$ cat src/rtl/led7_pkg.sv
// Shared types and segment constants for the 7-segment scan encoder.
// Segment codes are active-low, bit0 = a through bit6 = g.
package led7_pkg;

  localparam logic [6:0] SEG_0     = 7'h40;
  localparam logic [6:0] SEG_1     = 7'h79;
  localparam logic [6:0] SEG_2     = 7'h24;
  localparam logic [6:0] SEG_3     = 7'h30;
  localparam logic [6:0] SEG_4     = 7'h19;
  localparam logic [6:0] SEG_5     = 7'h12;
  localparam logic [6:0] SEG_6     = 7'h02;
  localparam logic [6:0] SEG_7     = 7'h78;
  localparam logic [6:0] SEG_8     = 7'h00;
  localparam logic [6:0] SEG_9     = 7'h10;
  localparam logic [6:0] SEG_A     = 7'h08;
  localparam logic [6:0] SEG_B     = 7'h03;
  localparam logic [6:0] SEG_C     = 7'h46;
  localparam logic [6:0] SEG_D     = 7'h21;
  localparam logic [6:0] SEG_E     = 7'h06;
  localparam logic [6:0] SEG_F     = 7'h0E;
  localparam logic [6:0] SEG_BLANK = 7'h7F;

  typedef struct packed {
    logic [3:0] nibble;
    logic       blank;
    logic       err;
  } digit_t;

  localparam digit_t DigitReset = '{nibble: 4'h0, blank: 1'b1, err: 1'b0};

  typedef enum logic [1:0] {
    StIdle,
    StSettle,
    StCapture
  } cap_state_e;

endpackage

$ cat src/rtl/led7_seg_encoder.sv
// Combinational decode of an active-low segment pattern back to a hex digit record.
// Unknown patterns flag err; the all-off pattern flags blank.
module led7_seg_encoder
  import led7_pkg::*;
(
  input  logic [6:0] seg_i,
  output digit_t     digit_o
);

  always_comb begin
    digit_o = '{nibble: 4'h0, blank: 1'b0, err: 1'b0};
    case (seg_i)
      SEG_0:     digit_o.nibble = 4'h0;
      SEG_1:     digit_o.nibble = 4'h1;
      SEG_2:     digit_o.nibble = 4'h2;
      SEG_3:     digit_o.nibble = 4'h3;
      SEG_4:     digit_o.nibble = 4'h4;
      SEG_5:     digit_o.nibble = 4'h5;
      SEG_6:     digit_o.nibble = 4'h6;
      SEG_7:     digit_o.nibble = 4'h7;
      SEG_8:     digit_o.nibble = 4'h8;
      SEG_9:     digit_o.nibble = 4'h9;
      SEG_A:     digit_o.nibble = 4'hA;
      SEG_B:     digit_o.nibble = 4'hB;
      SEG_C:     digit_o.nibble = 4'hC;
      SEG_D:     digit_o.nibble = 4'hD;
      SEG_E:     digit_o.nibble = 4'hE;
      SEG_F:     digit_o.nibble = 4'hF;
      SEG_BLANK: digit_o.blank  = 1'b1;
      default:   digit_o.err    = 1'b1;
    endcase
  end

endmodule

$ cat src/rtl/led7_scan_encoder.sv
// Reads back a multiplexed 7-segment display, debounces whole frames and publishes them
// over valid/ready. Define LED7_SCAN_TIMEOUT_EN to enable the scan_lost idle detector.
module led7_scan_encoder
  import led7_pkg::*;
#(
  parameter int unsigned NUM_DIGITS    = 4,
  parameter int unsigned SETTLE_CYC    = 16,
  parameter int unsigned STABLE_FRAMES = 2,
  parameter int unsigned TIMEOUT_CYC   = 65536
) (
  input  logic                    clk,
  input  logic                    rst_n,
  input  logic [6:0]              seg_in,
  input  logic [NUM_DIGITS-1:0]   an_in,
  output logic [4*NUM_DIGITS-1:0] value_out,
  output logic [NUM_DIGITS-1:0]   blank_out,
  output logic [NUM_DIGITS-1:0]   err_out,
  output logic                    valid_out,
  input  logic                    ready_in,
  output logic                    scan_lost
);

  localparam int unsigned CntW   = $clog2(SETTLE_CYC);
  localparam int unsigned MatchW = $clog2(STABLE_FRAMES + 1);
  localparam logic [CntW-1:0]   SettleLast = CntW'(SETTLE_CYC - 1);
  localparam logic [MatchW-1:0] MatchMax   = MatchW'(STABLE_FRAMES);

  // Input synchronizers plus one extra stage used for change detection.
  logic [6:0]            seg_meta, seg_q, seg_prev;
  logic [NUM_DIGITS-1:0] an_meta, an_q, an_prev;

  always_ff @(posedge clk or negedge rst_n) begin
    if (!rst_n) begin
      seg_meta <= SEG_BLANK;
      seg_q    <= SEG_BLANK;
      seg_prev <= SEG_BLANK;
      an_meta  <= '1;
      an_q     <= '1;
      an_prev  <= '1;
    end else begin
      seg_meta <= seg_in;
      seg_q    <= seg_meta;
      seg_prev <= seg_q;
      an_meta  <= an_in;
      an_q     <= an_meta;
      an_prev  <= an_q;
    end
  end

  logic [NUM_DIGITS-1:0] an_sel;
  logic                  an_onehot, an_changed, seg_changed;

  assign an_sel      = ~an_q;
  assign an_onehot   = (an_sel != '0) && ((an_sel & (an_sel - NUM_DIGITS'(1))) == '0);
  assign an_changed  = (an_q != an_prev);
  assign seg_changed = (seg_q != seg_prev);

  // Capture FSM
  cap_state_e      state_q, state_d;
  logic [CntW-1:0] cnt_q, cnt_d;
  logic            hold_q, hold_d;
  logic            capture;

  always_comb begin
    state_d = state_q;
    cnt_d   = cnt_q;
    hold_d  = hold_q;
    capture = 1'b0;
    if (an_changed) hold_d = 1'b0;
    unique case (state_q)
      StIdle: begin
        // hold_q blocks re-capturing the same digit until the select moves on.
        if (an_onehot && (!hold_q || an_changed)) begin
          cnt_d   = '0;
          state_d = StSettle;
        end
      end
      StSettle: begin
        if (an_changed || seg_changed || !an_onehot) begin
          state_d = StIdle;
        end else if (cnt_q == SettleLast) begin
          state_d = StCapture;
        end else begin
          cnt_d = cnt_q + CntW'(1);
        end
      end
      StCapture: begin
        capture = 1'b1;
        hold_d  = !an_changed;
        state_d = StIdle;
      end
      default: state_d = StIdle;
    endcase
  end

  always_ff @(posedge clk or negedge rst_n) begin
    if (!rst_n) begin
      state_q <= StIdle;
      cnt_q   <= '0;
      hold_q  <= 1'b0;
    end else begin
      state_q <= state_d;
      cnt_q   <= cnt_d;
      hold_q  <= hold_d;
    end
  end

  // Encode the *_prev copies: those are the values the last SETTLE cycle proved stable.
  digit_t enc;

  led7_seg_encoder u_seg_encoder (
    .seg_i   (seg_prev),
    .digit_o (enc)
  );

  // Frame assembly, stability tracking and candidate selection
  digit_t [NUM_DIGITS-1:0] shadow_q, prev_q, last_pub_q;
  logic   [NUM_DIGITS-1:0] seen_q, seen_d;
  logic   [MatchW-1:0]     match_q, match_d;
  logic                    have_prev_q, have_pub_q;
  logic                    frame_done, cand_valid;

  assign frame_done = &seen_q;

  always_comb begin
    seen_d = seen_q;
    if (frame_done) seen_d = '0;
    if (capture) seen_d = seen_d | ~an_prev;
  end

  always_comb begin
    match_d    = match_q;
    cand_valid = 1'b0;
    if (frame_done) begin
      if (have_prev_q && (shadow_q == prev_q)) begin
        match_d = (match_q >= MatchMax) ? MatchMax : match_q + MatchW'(1);
      end else begin
        match_d = MatchW'(1);
      end
      cand_valid = (match_d == MatchMax) && (!have_pub_q || (shadow_q != last_pub_q));
    end
    if (scan_lost) match_d = '0;
  end

  always_ff @(posedge clk or negedge rst_n) begin
    if (!rst_n) begin
      shadow_q    <= '0;
      prev_q      <= '0;
      last_pub_q  <= '0;
      seen_q      <= '0;
      match_q     <= '0;
      have_prev_q <= 1'b0;
      have_pub_q  <= 1'b0;
    end else begin
      for (int unsigned i = 0; i < NUM_DIGITS; i++) begin
        if (capture && !an_prev[i]) shadow_q[i] <= enc;
      end
      if (frame_done) begin
        prev_q      <= shadow_q;
        have_prev_q <= 1'b1;
      end
      if (cand_valid) begin
        last_pub_q <= shadow_q;
        have_pub_q <= 1'b1;
      end
      seen_q  <= seen_d;
      match_q <= match_d;
    end
  end

  // Output register with a one-deep pending slot behind it
  digit_t [NUM_DIGITS-1:0] out_q, out_d, pend_q, pend_d;
  logic                    valid_q, valid_d, pend_valid_q, pend_valid_d;
  logic                    xfer;

  assign xfer = valid_q && ready_in;

  always_comb begin
    out_d        = out_q;
    valid_d      = valid_q;
    pend_d       = pend_q;
    pend_valid_d = pend_valid_q;
    if (cand_valid) begin
      if (!valid_q || xfer) begin
        out_d        = shadow_q;
        valid_d      = 1'b1;
        pend_valid_d = 1'b0;
      end else begin
        pend_d       = shadow_q;
        pend_valid_d = 1'b1;
      end
    end else if (xfer) begin
      if (pend_valid_q) begin
        out_d        = pend_q;
        pend_valid_d = 1'b0;
      end else begin
        valid_d = 1'b0;
      end
    end
  end

  always_ff @(posedge clk or negedge rst_n) begin
    if (!rst_n) begin
      for (int unsigned i = 0; i < NUM_DIGITS; i++) out_q[i] <= DigitReset;
      pend_q       <= '0;
      valid_q      <= 1'b0;
      pend_valid_q <= 1'b0;
    end else begin
      out_q        <= out_d;
      pend_q       <= pend_d;
      valid_q      <= valid_d;
      pend_valid_q <= pend_valid_d;
    end
  end

  assign valid_out = valid_q;

  for (genvar g = 0; g < NUM_DIGITS; g++) begin : g_out
    assign value_out[4*g +: 4] = out_q[g].nibble;
    assign blank_out[g]        = out_q[g].blank;
    assign err_out[g]          = out_q[g].err;
  end

`ifdef LED7_SCAN_TIMEOUT_EN
  logic [31:0] idle_q;

  always_ff @(posedge clk or negedge rst_n) begin
    if (!rst_n) begin
      idle_q <= '0;
    end else if (capture) begin
      idle_q <= '0;
    end else if (idle_q != '1) begin
      idle_q <= idle_q + 32'd1;
    end
  end

  assign scan_lost = (idle_q >= 32'(TIMEOUT_CYC));
`else
  logic unused_timeout;
  assign unused_timeout = ^TIMEOUT_CYC;
  assign scan_lost      = 1'b0;
`endif

endmodule

$ cat config.mk
export PLATFORM = sky130hd
export DESIGN_NAME = led7_scan_encoder
export DESIGN_NICKNAME = d
export VERILOG_FILES = /design/src/rtl/led7_pkg.sv /design/src/rtl/led7_seg_encoder.sv /design/src/rtl/led7_scan_encoder.sv
export SDC_FILE = /design/constraint.sdc
export NUM_CORES = 1
export LEC_CHECK = 0
export ABC_AREA = 1
export CAP_MARGIN = 30
export CORE_ASPECT_RATIO = 1.75
export CORE_MARGIN = 2
export CORE_UTILIZATION = 30
export DETAILED_ROUTE_END_ITERATION = 12
export PLACE_DENSITY = 0.55
export SYNTH_ARGS = -nofsm -noshare
export SYNTH_HDL_FRONTEND = slang
export SYNTH_HIERARCHICAL = 1
export SYNTH_SLANG_ARGS = --single-unit
$ cat constraint.sdc
create_clock -name clk -period 3.7 [get_ports clk]
set_input_delay 0.74 -clock clk [delete_from_list [all_inputs] [get_ports clk]]
set_output_delay 0.74 -clock clk [all_outputs]
set_load 0.01 [all_outputs]
# Word level (Yosys, flattened, before mapping)
# Index checks and enable logic that the tools add are counted.
# op_classes
add_sub_neg	3
multipliers	0
div_mod_pow	0
magnitude_cmp	1
eq_ne	30
shift	0
n_mux	31
bitwise	5
n_reduce_logical	38
# ops
cell	n
$mux 24	4
$pmux 4 s15	1
$eq 7x7->1 const B	5
$eq 24x24->1	1
$ne 24x24->1	1
$eq 7x5->1 const B	3
$eq 7x6->1 const B	3
$mux 4	5
$reduce_or 17->1	1
$eq 7x2->1 const B	2
$eq 7x4->1 const B	2
$mux 1	13
$mux 2	6
$logic_and 1x1->1	9
$logic_not 1->1	9
$ne 2x2->1 const B	4
$not 4->4	2
$pmux 4 s2	1
$reduce_and 4->1	2
$reduce_bool 2->1	4
$eq 7x3->1 const B	1
$logic_not 7->1	1
$ne 7x7->1	1
$reduce_and 3->1	2
19 further kinds	25
# totals
ff_bits	170
latchBits	0
ramBits	0
mem_bits_ro	0
in_bits	14
memories	0

# Logic depth before layout (Yosys ltp)
# Gate-level depths: netlist of run 1.
# logic_depth
ltp_word	9
ltp_mapped	16
ltp_nobuf	14

# Hierarchy
# Netlist of run 1, hierarchy kept.
# modules_own_cells
module	instances	cells_per_inst	area_per_inst_um2	seq_area_each_um2
led7_scan_encoder	1	868	7330.8	4300.4
led7_seg_encoder	1	77	354.1	0.0

# Worst setup path after synthesis of run 1
# No wires, ideal clock.
# synth_timing
path_type	reg-to-reg
startpoint	register shadow_q[1] (netlist name)
endpoint	register pend_q[0] (netlist name)
arrival_time_ps	1663
t_required_ps	3570
setup_slack_ps	1907
stages_incl_launch_ff	15
n_path_buf	2
synth_period_minus_slack_ps	1793
cell_sequence	dfrtp_1 > inv_1 > nand2_1 > nand2_1 > nand3_1 > nor2_1 > nand3_2 > nor2_4 > nand2_4 > inv_4 > nand2_4 > buf_6 > buf_6 > nand2_1 > o21ai_1
# synth_between
elab_chain_len	8
# synth_rtl
element	line_no	rtl
start: declaration	led7_scan_encoder.sv:117	digit_t [NUM_DIGITS-1:0] shadow_q, prev_q, last_pub_q;
start signal: indexed assignment	led7_scan_encoder.sv:156	if (capture && !an_prev[i]) shadow_q[i] <= enc;
$eq 24x24->1	led7_scan_encoder.sv:135	if (have_prev_q && (shadow_q == prev_q)) begin
$logic_and 1x1->1	led7_scan_encoder.sv:135	
$mux 2	led7_scan_encoder.sv:135	
$mux 2	led7_scan_encoder.sv:134	if (frame_done) begin
$eq 2x2->1	led7_scan_encoder.sv:140	cand_valid = (match_d == MatchMax) && (!have_pub_q || (shadow_q != last_pub_q));
$logic_and 1x1->1 *	led7_scan_encoder.sv:140	
$mux 1 *	led7_scan_encoder.sv:134	
$reduce_and 2->1 (no line) *	n/a	
end signal: assignment	led7_scan_encoder.sv:210	pend_q <= pend_d;
end: declaration	led7_scan_encoder.sv:172	digit_t [NUM_DIGITS-1:0] out_q, out_d, pend_q, pend_d;
# Mark *: on every way between the ends. The rest lies on a longest branch, timed or not. The select of a mux whose other input is x is not followed.
# A chain may end at the register's enable or synchronous reset.

# Final worst setup path of run 1
# layout_timing
startpoint	register shadow_q[0] (netlist name)
endpoint	register pend_q[21] (netlist name)
# The elaborated chain is that of the path after synthesis.

==> results.py, run 1 <==
metrics = {
    "outcome": {
        "status": "complete, no violations",
    },
    "drt": {
        "drt_pass1_iterations": 4,
        "route.vias.total": 5895,
        "drtIter0Drc": 256,
        "route.detailed.drc": 0,
        "wl_per_cell_um": 14.4,
        "ant_nets": 0,
        "vias_per_cell": 4.50,
        "wirelength_mm": 18.9,
    },
    "worst_hold_path": {
        "hold_class": "in2async",
    },
    "run": {
        "maxCapViolations": 0,
    },
    "placement": {
        "place_ws_ps": 1280,
        "io_buffers": 38,
        "routabilityCongestion": 0.867,
        "hpwl_mm": 13.7,
    },
    "power": {
        "cellPowerDensity_nw_per_um2": 448,
        "p_sw_mw": 0.910,
        "p_comb_share_pct": 2.9,
        "clkPwrFrac_pct": 49.9,
        "leakage_nw": 4.42,
        "worst_ir_drop_vdd_uv": 324,
        "p_int_mw": 3.15,
        "seq_power_share_pct": 47.2,
        "swShare_pct": 22.4,
    },
    "yosys": {
        "synth-edff-count": 0,
        "synth_seq_area_share_pct": 56.0,
        "synth_area_um2": 7680,
        "syn_nets": 960,
        "ys_seq_elements": 170,
        "yosysUniqueCellTypes": 35,
        "yosys_most_used_dff": "dfrtp_1",
        "avgSynthCellArea_um2": 8.13,
        "synthCells": 945,
        "async_flop_share_pct": 100,
        "synth-warning-count": 6,
    },
    "worst_setup_path": {
        "cp_num_cells": 12,
        "r2r_cells": 12,
        "cp.buffers_inverters": 2,
        "reg2reg_slack_ps": 1290,
        "cp_data_required_time_ps": 4020,
        "critPathLaunchType": "register",
        "crit_start": "shadow_q[0]",
        "rr_endpoint": "pend_q[21]",
        "regToRegStartpoint": "shadow_q[0]",
        "slowest_stage": "dfrtp_1",
        "critPathMaxFanout": 49,
        "crit_arrival_ps": 2730,
        "max_stage_delay_ps": 470,
        "crit_top_cell": "nand2_1",
        "end_kind": "register",
        "path_class": "reg2reg",
        "crit_family": "simple AND/OR/NAND/NOR gates",
        "path_cells": "inv_1, nand2_1, nand2_1, nand2_1, nor2_1, nand3_2, nor2_4, nand2_4, inv_4, nand2_4, nand2_1, o21ai_2",
        "crit_path_end": "pend_q[21]",
    },
    "sta": {
        "timing.fmax_ghz": 0.415,
        "report.final.slew_viol_count": 0,
        "rsz0062_at_grt": "no",
        "max_slew_margin_pct": 55.4,
        "tightest_slew_ps": 667,
        "period_minus_slack_ps": 2410,
        "final.setup_skew_ps": 11.1,
        "hold_viol": 0,
        "tns_ps": 0,
        "period_share_pct": 65.1,
        "finalSetupViolCount": 0,
        "setup_ws_ps": 1290,
    },
    "finish": {
        "drive_gt1_share_pct": 12.7,
        "area_growth_pct": 17.8,
        "nets": 997,
        "n_antenna_cell": 0,
    },
    "global_routing": {
        "grt_remaining_overflow": 0,
        "antenna_found_initial": 0,
        "grt_pass1_vias": 6021,
        "grt_max_degree": 61,
        "grt_use_total_pct": 14.9,
        "grt_pass1_wl_mm": 31.4,
    },
    "cts": {
        "post_cts_buffers": 0,
        "cts_max_level": 4,
        "cts_tree": "built",
        "cts_sinks": 170,
        "root_buffer": "clkbuf_16",
        "cts_buffer_depth": 2,
        "cts-resized-gates": 0,
        "clock_latency_ps": 450,
        "cts_hold_buf": 0,
        "numCtsBuffers": 17,
        "clk_pin_slew_ps": 70,
    },
    "floorplanning": {
        "num_rows": 77,
        "coreArea_um2": 25200,
        "io_pins": 40,
        "die_area_um2": 27000,
        "start_util_pct": 30.4,
        "dieHeight_um": 216,
        "die_x_um": 125,
    },
}
[cells by family (layout without fill, tap and decap cells)]
kind of cell,count (synthesis),after routing,share of synthesized area [%]
xor+xnor,20,20,2.28
compound gates,101,101,7.10
simple gates,523,523,27.5
other cells,1,1,0.0488
fa+ha+maj,1,1,0.163
buf+inv,129,179,6.90
flops,170,170,56.0
[worst min path at each step]
stage / endpoint / cells past startpoint
finish: shadow_q[20] / 1
global route: prev_q[20] / 1
CTS: prev_q[4] / 1
detailed placement: an_q[3] / 0
global placement: seg_q[1] / 0
floorplan: an_q[0] / 0
[cell usage in the layout, fill, tap and decap left out, drive strengths merged, types with 5 or more instances in the layout]
cell type,instances
buf,9
bufinv,5
clkbuf,17
clkdlybuf4s50,37
dfrtp,133
dfstp,37
inv,106
nand2,413
nand3,39
nand4,5
nor2,56
o21ai,94
or2,5
xnor2,14
xor2,6
[power by group through the flow]
stage	clock (mW)	sequential, mW	combinational (mW)
2_1_floorplan	0	1.95	0.0500
3_3_place_gp	0	1.95	0.121
3_5_place_dp	0	1.95	0.121
4_1_cts	2.07	1.92	0.121
5_1_grt	2.14	1.92	0.136
6_report	2.03	1.92	0.116
[flip-flops by register name (all words and copies together), names as in the netlist, 7 cells and up]
signal / flops
prev_q: 24
value_out: 16
last_pub_q: 24
seg_q: 7
seg_meta: 7
shadow_q: 24
pend_q: 24
seg_prev: 7
[worst reg2reg max path, stage by stage, from the launching register on]
cell and delay, ps:
dfrtp_1 470, inv_1 160, nand2_1 70, nand2_1 50
nand2_1 120, nor2_1 170, nand3_2 120, nor2_4 150
nand2_4 170, inv_4 210, nand2_4 330, nand2_1 210
o21ai_2 60
[per-layer routing]
layer	track usage, %	share of wire, %
met1	16.1	40
met2	27.6	54
met3	2.95	2.5
met4	7.07	3.5
met5	0	0
[cell usage after synthesis (6+ instances only)]
| master | n | area, µm² |
|---|---|---|
| o21ai_1 | 9 | 45.0 |
| dfrtp_1 | 133 | 3330 |
| nand3_1 | 37 | 185 |
| inv_1 | 82 | 308 |
| nand2_2 | 6 | 37.5 |
| clkbuf_1 | 13 | 48.8 |
| o21ai_2 | 6 | 52.6 |
| nand2_1 | 404 | 1520 |
| xnor2_1 | 14 | 123 |
| buf_2 | 8 | 40.0 |
| nor2_1 | 50 | 188 |
| inv_2 | 17 | 63.8 |
| o21ai_0 | 79 | 395 |
| xor2_1 | 6 | 52.6 |
| dfstp_2 | 37 | 972 |
[final cells by class]
type / instances / area (µm²)
Fill cell: 2638 / 16200
Sequential cell: 170 / 4300
Multi-Input combinational cell: 646 / 2860
Timing Repair Buffer: 46 / 454
Clock buffer: 17 / 425
Tap cell: 316 / 395
Inverter: 101 / 382
Clock inverter: 15 / 236
[per-stage QoR]
step | instance area, µm² | util (%) | hold WS, ps | cells | power, mW
2_1_floorplan | 7680 | - | 345 | 945 | 2.00
3_3_place_gp | 8390 | 33.2 | 346 | 1279 | 2.07
3_5_place_dp | 8390 | 33.2 | 347 | 1279 | 2.07
4_1_cts | 9050 | 35.9 | 264 | 1311 | 4.11
5_1_grt | 9050 | 35.9 | 297 | 1311 | 4.20
6_report | 9050 | 35.9 | 257 | 1311 | 4.06
No activity file was read; power rests on OpenSTA's default activity.
==> inputs of run 2 (changes only) <==
==> constraint.sdc (replaced) <==
create_clock -name clk -period 2.4 [get_ports clk]
set_input_delay 0.48 -clock clk [delete_from_list [all_inputs] [get_ports clk]]
set_output_delay 0.48 -clock clk [all_outputs]
set_load 0.01 [all_outputs]
==> run 2 against run 1 <==
  * Worst setup slack got worse by 1100 ps
  * Non-clock buffer count rose by 5
  * Power rose by 42%
  * First-iteration DRC count rose by 14%
  * Flip-flop and latch count did not move
  * Sequential power rose by 54%
  * Critical path depth rose by 1
  * Global-route usage fell by 0.35 points
  * Critical path type unchanged
==> results.py, run 2 (synthesis gave the netlist of run 1 again) <==
metrics = {
    "outcome": {
        "status": "complete, no violations",
    },
    "worst_setup_path": {
        "path_cells": "inv_1, nand2_1, nand2_1, nand2_1, nor2_1, nand3_2, nor2_4, nand2_4, inv_4, nand2_4, buf_12, nand2_1, o21ai_0",
        "crit_arrival_ps": 2510,
        "crit_family": "simple AND/OR/NAND/NOR gates",
        "critPathLaunchType": "register",
        "end_kind": "register",
        "max_stage_delay_ps": 480,
        "slowest_stage": "dfrtp_1",
        "cp.buffers_inverters": 3,
        "cp_data_required_time_ps": 2720,
        "crit_top_cell": "nand2_1",
        "critPathMaxFanout": 49,
        "path_class": "reg2reg",
    },
    "cts": {
        "cts_sinks": 170,
        "post_cts_buffers": 0,
        "clock_latency_ps": 450,
        "numCtsBuffers": 17,
        "cts_buffer_depth": 2,
        "clk_pin_slew_ps": 70,
        "cts_tree": "built",
        "root_buffer": "clkbuf_16",
        "cts_hold_buf": 0,
        "cts_max_level": 4,
    },
    "power": {
        "cellPowerDensity_nw_per_um2": 639,
        "p_comb_share_pct": 3.2,
        "leakage_nw": 4.40,
        "seq_power_share_pct": 51.1,
        "p_sw_mw": 1.34,
        "worst_ir_drop_vdd_uv": 463,
        "total_power_mw": 5.78,
        "p_int_mw": 4.44,
        "clkPwrFrac_pct": 45.7,
        "swShare_pct": 23.2,
    },
    "global_routing": {
        "grt_use_total_pct": 14.6,
        "use_met2_pct": 27.4,
        "antenna_found_initial": 0,
        "grt_pass1_wl_mm": 30.6,
        "grt_pass1_vias": 5946,
        "top_usage_layer": "met2",
        "grt_use_met3_pct": 3.00,
        "grt_remaining_overflow": 0,
        "grt_max_degree": 56,
        "use_met1_pct": 15.8,
    },
    "placement": {
        "io_buffers": 38,
        "hpwl_mm": 13.6,
        "routabilityCongestion": 0.808,
        "placedInstanceArea_um2": 8460,
    },
    "finish": {
        "final_area_um2": 9040,
        "mostFrequentLayoutCells": "nand2_1, dfrtp_1, inv_1",
        "nets": 1003,
        "n_antenna_cell": 0,
        "final_util_pct": 35.8,
        "area_growth_pct": 17.7,
        "final_common_cell": "nand2_1",
        "drive_gt1_share_pct": 13.2,
    },
    "drt": {
        "drt_pass1_iterations": 4,
        "wl_per_cell_um": 14.1,
        "drtIter0Drc": 293,
        "ant_nets": 0,
        "route.detailed.drc": 0,
        "vias_per_cell": 4.48,
        "wirelength_mm": 18.6,
        "route.vias.total": 5900,
    },
    "sta": {
        "timing.fmax_ghz": 0.456,
        "finalSetupViolCount": 0,
        "tns_ps": 0,
        "period_share_pct": 91.4,
        "hold_viol": 0,
        "tightest_slew_ps": 645,
        "report.final.slew_viol_count": 0,
        "fin_hold_ws_ps": 21.7,
        "max_slew_margin_pct": 56.8,
        "rsz0062_at_grt": "no",
        "period_minus_slack_ps": 2190,
        "final.setup_skew_ps": 9.87,
    },
    "floorplanning": {
        "die_area_um2": 27000,
        "coreArea_um2": 25200,
        "num_rows": 77,
        "dieHeight_um": 216,
        "die_x_um": 125,
        "start_util_pct": 30.4,
        "io_pins": 40,
    },
    "run": {
        "maxCapViolations": 0,
    },
    "worst_hold_path": {
        "hold_class": "in2async",
    },
}
## run 2: changes by cell type in the layout (fill, tap and decap cells not counted), moves of 2 or more
cell,previous run,this run
buf_12,1,4
buf_4,7,9
bufinv_16,5,1
clkinvlp_4,3,8
inv_6,5,1
## run 2: stage by stage
step                      worst slack, ps  cells
after floorplan                       607    945
after global placement               91.5   1284
after detailed placement             57.6   1284
after CTS                            44.0   1316
after global routing                 12.6   1317
final                                 207   1317
## run 2: path summary, 6_finish.rpt
check                                endpoint  depth (start not counted)  slack (ps)         from
worst max-delay path               pend_q[10]                         13         210  shadow_q[0]
worst min-delay path            last_pub_q[4]                          1          20        rst_n
worst max register to register     pend_q[10]                         13         210  shadow_q[0]
worst min register to register        an_q[0]                          0         350   an_meta[0]
max in group asynchronous        blank_out[1]                          2        1680        rst_n
min in group clk                      an_q[0]                          0         350   an_meta[0]
## run 2: repair_timing
| action | in CTS | in global routing |
|---|---|---|
| gates resized for setup | 0 | 2 |
| setup endpoints to repair | 0 | 24 |
| endpoints found under the hold margin | 0 | 0 |
## run 2: per-layer routing
layer	vias up	wire [µm]	part of all wire, %
met1	2778	7290	39
met5	-	0	0
met3	23	517	2.8
met4	0	412	2.2
li1	2996	-	-
met2	103	10400	56
## run 2: layout make-up
type	instances	area, µm²
Sequential cell	170	4300
Fill cell	2585	16200
Tap cell	316	395
Multi-Input combinational cell	647	2870
Clock inverter	14	125
Timing Repair Buffer	51	529
Clock buffer	18	439
Inverter	101	382
## run 2: power groups by stage
stage | logic [mW] | registers, mW | clock network, mW
floorplan | 0.0771 | 3.00 | 0
global placement | 0.191 | 3.01 | 0
detailed placement | 0.192 | 3.01 | 0
CTS | 0.193 | 2.96 | 2.71
global route | 0.216 | 2.96 | 2.83
finish | 0.184 | 2.95 | 2.64
